`src/rtl/game_pkg.sv`:
```
// Shared encodings for the maze game: game_status codes, player_status codes
// and the game-progress state type. Also imported by Scrolls, Obstacles and VideoController.
package game_pkg;

    typedef enum logic [2:0] {
        GS_START     = 3'd0,
        GS_PLAYING   = 3'd1,
        GS_LEVEL_INC = 3'd2,
        GS_WORLD_INC = 3'd3,
        GS_LIFE_LOST = 3'd4,
        GS_LOSE      = 3'd5,
        GS_WIN       = 3'd6
    } game_state_t;

    localparam logic [1:0] PS_PLAYING = 2'd0;
    localparam logic [1:0] PS_PASSED  = 2'd1;
    localparam logic [1:0] PS_DIED    = 2'd2;

    localparam int HOLD_W = 32;

    // The reserved player_status code behaves exactly like "playing".
    function automatic logic [1:0] ps_normalize(input logic [1:0] ps);
        return (ps == 2'd3) ? PS_PLAYING : ps;
    endfunction

endpackage

```
`src/rtl/btn_sync_edge.sv`:
```
// Two-flop synchronizer for an asynchronous pushbutton followed by a
// rising-edge detector; pulse is high for one cycle per press.
module btn_sync_edge (
    input  logic clk,
    input  logic rst,
    input  logic btn,
    output logic pulse
);

    logic [1:0] sync_reg;
    logic       prev_reg;

    always_ff @(posedge clk or negedge rst) begin
        if (!rst) begin
            sync_reg <= 2'b00;
            prev_reg <= 1'b0;
        end else begin
            sync_reg <= {sync_reg[0], btn};
            prev_reg <= sync_reg[1];
        end
    end

    assign pulse = sync_reg[1] & ~prev_reg;

endmodule

```
`src/rtl/game_state_fsm.sv`:
```
// Game-progress controller: tracks lives, level and world and drives game_status.
// Optional feature macro GAME_FSM_EXTRA_LIFE_EN: a world advance grants one life, capped at MAX_LIVES.
module game_state_fsm
    import game_pkg::*;
#(
    parameter int LEVELS_PER_WORLD = 4,
    parameter int NUM_WORLDS       = 3,
    parameter int START_LIVES      = 3,
    parameter int MAX_LIVES        = 9,
    parameter int HOLD_CYCLES      = 100_000_000
) (
    input  logic       clk,
    input  logic       rst,
    input  logic       start_btn,
    input  logic [1:0] player_status,
    output logic [2:0] game_status,
    output logic [1:0] world,
    output logic [2:0] level,
    output logic [3:0] lives
);

    localparam logic [2:0]        LAST_LEVEL = 3'(LEVELS_PER_WORLD - 1);
    localparam logic [1:0]        LAST_WORLD = 2'(NUM_WORLDS - 1);
    localparam logic [3:0]        INIT_LIVES = 4'(START_LIVES);
    localparam logic [HOLD_W-1:0] HOLD_LOAD  = HOLD_W'(HOLD_CYCLES - 1);
`ifdef GAME_FSM_EXTRA_LIFE_EN
    localparam logic [3:0]        CAP_LIVES  = 4'(MAX_LIVES);
`endif

    game_state_t       state_reg, state_next;
    logic [2:0]        level_reg, level_next;
    logic [1:0]        world_reg, world_next;
    logic [3:0]        lives_reg, lives_next;
    logic [HOLD_W-1:0] hold_reg,  hold_next;
    logic              start_pulse;
    logic [1:0]        ps;

    btn_sync_edge u_start (
        .clk   (clk),
        .rst   (rst),
        .btn   (start_btn),
        .pulse (start_pulse)
    );

    assign ps = ps_normalize(player_status);

    always_ff @(posedge clk or negedge rst) begin
        if (!rst) begin
            state_reg <= GS_START;
            level_reg <= 3'd0;
            world_reg <= 2'd0;
            lives_reg <= INIT_LIVES;
            hold_reg  <= '0;
        end else begin
            state_reg <= state_next;
            level_reg <= level_next;
            world_reg <= world_next;
            lives_reg <= lives_next;
            hold_reg  <= hold_next;
        end
    end

    always_comb begin
        state_next = state_reg;
        level_next = level_reg;
        world_next = world_reg;
        lives_next = lives_reg;
        hold_next  = hold_reg;

        case (state_reg)
            GS_START, GS_LOSE, GS_WIN: begin
                if (start_pulse) begin
                    state_next = GS_PLAYING;
                    level_next = 3'd0;
                    world_next = 2'd0;
                    lives_next = INIT_LIVES;
                end
            end

            GS_PLAYING: begin
                if (ps == PS_PASSED) begin
                    if (level_reg < LAST_LEVEL) begin
                        state_next = GS_LEVEL_INC;
                        level_next = level_reg + 3'd1;
                        hold_next  = HOLD_LOAD;
                    end else if (world_reg < LAST_WORLD) begin
                        state_next = GS_WORLD_INC;
                        level_next = 3'd0;
                        world_next = world_reg + 2'd1;
                        hold_next  = HOLD_LOAD;
`ifdef GAME_FSM_EXTRA_LIFE_EN
                        lives_next = (lives_reg >= CAP_LIVES) ? lives_reg : lives_reg + 4'd1;
`else
                        lives_next = lives_reg;
`endif
                    end else begin
                        state_next = GS_WIN;
                    end
                end else if (ps == PS_DIED) begin
                    if (lives_reg > 4'd1) begin
                        state_next = GS_LIFE_LOST;
                        lives_next = lives_reg - 4'd1;
                        hold_next  = HOLD_LOAD;
                    end else begin
                        state_next = GS_LOSE;
                        lives_next = 4'd0;
                    end
                end
            end

            // Expiry only releases once the play logic drops its status, so a
            // long status pulse cannot trigger a second advance.
            GS_LEVEL_INC, GS_WORLD_INC, GS_LIFE_LOST: begin
                if (hold_reg == '0) begin
                    if (ps == PS_PLAYING) begin
                        state_next = GS_PLAYING;
                    end
                end else begin
                    hold_next = hold_reg - 1'b1;
                end
            end

            default: state_next = GS_START;
        endcase
    end

    assign game_status = state_reg;
    assign level       = level_reg;
    assign world       = world_reg;
    assign lives       = lives_reg;

endmodule

```
`config.mk`:
```
export PLATFORM = sky130hd
export DESIGN_NAME = game_state_fsm
export DESIGN_NICKNAME = d
export VERILOG_FILES = /design/src/rtl/game_pkg.sv /design/src/rtl/btn_sync_edge.sv /design/src/rtl/game_state_fsm.sv
export SDC_FILE = /design/constraint.sdc
export NUM_CORES = 1
export LEC_CHECK = 0
export BUFFER_PORTS_ARGS = -buffer_cell sky130_fd_sc_hd__clkbuf_2
export CAP_MARGIN = 0
export CORE_UTILIZATION = 60
export CTS_CLUSTER_DIAMETER = 150
export DETAILED_ROUTE_END_ITERATION = 8
export PLACE_DENSITY = 0.88
export SETUP_SLACK_MARGIN = 0.1
export SLEW_MARGIN = 20
export SYNTH_ARGS = -nofsm -noshare
export SYNTH_HDL_FRONTEND = slang
export SYNTH_HIERARCHICAL = 1
export SYNTH_SLANG_ARGS = --single-unit
```
`constraint.sdc`:
```
create_clock -name clk -period 3.38 [get_ports clk]
set_input_delay 0.338 -clock clk [delete_from_list [all_inputs] [get_ports clk]]
set_output_delay 0.338 -clock clk [all_outputs]
set_load 0.005 [all_outputs]
```
==> metrics.txt <==
nets 302; area of the multi-input gates 1430 um^2; GPL Wtd Cong 0.820; Storage cell area 1180 um^2; die height 69.3 um; Yosys Warn Count 6; max-cap viol count 0; Worst Skew 0.00878 ns; r2r worst-path depth 7; flop-to-flop setup slack 0.79 ns; CTS max path bufs 2; fin crit share 76.7%; clock tree sinks 47; hold_ws 0.139 ns; Antenna Nets Post-Route 0; actual slew at the worst max-slew pin 0.869 ns; max reg flops 32; vias in the first global route 2079; Syn Inst Count 280; Final Slew Violations 0; Port Buffer Count 16; Layout area overhead 7.82%; CTS tree built; Hold Crit Class in -> async; clock-pin slew on the worst setup and hold paths 0.09 ns; CP Capture Type register; clock power share 21.8%; Synth Register Bits 47; Tmin final 2.59 ns; Post-Synthesis Cell Area 2720 um^2; Setup Buffers After CTS 0; filler instances 329; IO Count 17; antenna violations before repair 0; xor/xnor share of the synthesized area 0.644%; Mapped Avg Cell Area 9.72 um^2; drt first pass iters 4; H-Tree Depth 2; global-route usage over all layers 24.5%; CTS root buf clkbuf_8; Vias 2296; worst flop-to-flop path startpoint hold_reg[0]; DRC 0; Cells after DPL 336; main combinational cell family by area after synthesis simple AND/OR/NAND/NOR gates; Initial Util 62.5%; combinational power share 36.7%; n_diodes 0; Internal 1.11 mW; Fin. Hold Viols 0; Post-Synth Simple-Gate Area 26.8%; Reg power frac 41.4%; Seq/Total Area, Yosys 43.3%; Net Count, Synth 291; Post-synth top flop dfrtp_1; CP startpoint kind register; capturing point of the worst reg2reg path hold_reg[28]; HPWL Detailed 3810 um; CORE AREA 4350 um^2; distinct cell type count after synthesis 50; CP Data Required Time 3.56 ns; Post-Route WL 5580 um; initial DRC count 135; Arr. time, crit path 2.77 ns; Setup TNS Final 0 ns; unrepaired setup endpoints after global routing no; run status complete, no violations; pin count of the biggest net entering global routing 36; Setup Viol. Count Final 0; GRT overflow 0; largest fanout on the critical path 10; Skew-Pair Late Insertion Delay 0.30 ns; fin cells 343; share of layout cells above drive strength 1 15.8%; P_sw 0.681 mW; Slew headroom 42.0%; Power, Total 1.79 mW; Rows 24; fraction of the mapped netlist area in adder cells 2.76%; # hold bufs at CTS 0; first-pass GRT wire length 9420 um; complex-gate fraction of the synthesized area 19.3%; fmax 386 MHz; post-CTS sizing 0; routed len/inst 16.3 um; Die Area 4810 um^2; cell area power density 612 nW/um^2; Sw Share 38.0%; Max rail drop VDD 0.343 mV; Die W 69.3 um; via density per instance 6.69; Post-synth ARST share 100%; Leak 1.22 nW; post-synthesis mux area share 3.13%; EDFF count, synth 0; TritonCTS Buffers 5; critical path class reg -> reg
cells in the final DEF (no fill, tap or decap), types with 9 or more instances in the layout:
cell / Yosys / layout
o21ai_0: 11 / 11
nand4_1: 9 / 9
a21oi_1: 13 / 13
clkbuf_2: 0 / 16
nand2_1: 12 / 12
or3_1: 9 / 9
nor2_1: 16 / 16
dfrtp_1: 45 / 45
nor3_1: 17 / 17
inv_1: 12 / 12
metal layers:
metal | vias up | wire length [um] | GRT usage [%]
met5 | - | 0 | 0
met4 | 0 | 111 | 9.07
li1 | 1090 | - | -
met2 | 60 | 2770 | 41.5
met1 | 1133 | 2410 | 31.0
met3 | 13 | 295 | 4.94
layout make-up:
| type | count | area share, % |
|---|---|---|
| well taps | 52 | 2.22 |
| repair buffers | 20 | 3.75 |
| inverters | 12 | 1.54 |
| flip-flops and latches | 47 | 40.2 |
| multi-input cells | 205 | 48.8 |
| clock buffers | 6 | 2.47 |
| clock inverters | 1 | 1.02 |
logic make-up after synthesis:
family | Yosys count
fa+ha+maj | 6
simple gates | 114
flops | 47
buf+inv | 28
xor+xnor | 2
compound gates | 75
mux | 8
power by group through the flow:
stage | clock (mW) | sequential [mW] | combinational [mW]
6_report | 0.392 | 0.743 | 0.659
5_1_grt | 0.424 | 0.758 | 0.731
4_1_cts | 0.401 | 0.741 | 0.657
3_5_place_dp | 0 | 0.753 | 0.651
3_3_place_gp | 0 | 0.745 | 0.629
2_1_floorplan | 0 | 0.712 | 0.510
cell usage after synthesis, drive strengths merged, types with 2 or more instances:
cell type	instances	area share, %
nand2b	5	1.1
or2	3	0.69
a2111oi	3	1.0
o21ai	12	2.2
nor2b	5	1.4
nand4b	2	0.64
nor4	3	2.3
nand3	8	1.5
or4	9	2.6
nand2	12	1.7
ha	6	2.8
or3	9	2.1
dfstp	2	1.9
nor2	16	2.2
o211ai	8	2.2
xnor2	2	0.64
a31oi	6	1.4
o311ai	5	1.6
mux2	4	1.7
a211oi	4	1.1
a21bo	3	1.1
a21oi	13	2.4
nand4	9	2.1
buf	5	0.87
o41ai	3	0.97
a21o	2	0.55
and2	3	0.69
dfrtp	45	41
clkbuf	11	1.5
and3	6	1.4
mux2i	4	1.5
inv	12	1.7
nor3	17	3.1
nor4b	3	2.1
o31ai	7	1.9
nor3b	3	0.83
o2bb2ai	2	0.64
a41oi	2	0.64
critical path: stages, from the launching register on:
cell and delay, ns:
dfrtp_1 0.41, inv_1 0.07, ha_1 0.20, nor4b_4 0.30
nand2_1 0.19, or4_1 0.71, or4_4 0.46, mux2i_1 0.13
through the flow:
stage	util [%]	cell area [um^2]	worst slack, ns
5_1_grt	67.4	2930	0.652
3_5_place_dp	65.0	2830	0.808
4_1_cts	67.4	2930	0.772
2_1_floorplan	-	2720	1.04
6_report	67.4	2930	0.788
3_3_place_gp	65.0	2830	0.889
worst max path at each step:
stage	end	slack (ns)	startpoint	depth (start not counted)
after floorplan	hold_reg[28]	1.04	hold_reg[0]	8
after global placement	hold_reg[28]	0.89	hold_reg[0]	7
after detailed placement	hold_reg[28]	0.81	hold_reg[0]	7
after CTS	hold_reg[28]	0.77	hold_reg[0]	7
after global routing	hold_reg[28]	0.65	hold_reg[0]	7
final	hold_reg[28]	0.79	hold_reg[0]	7
Power figures use the tool's default switching activity.
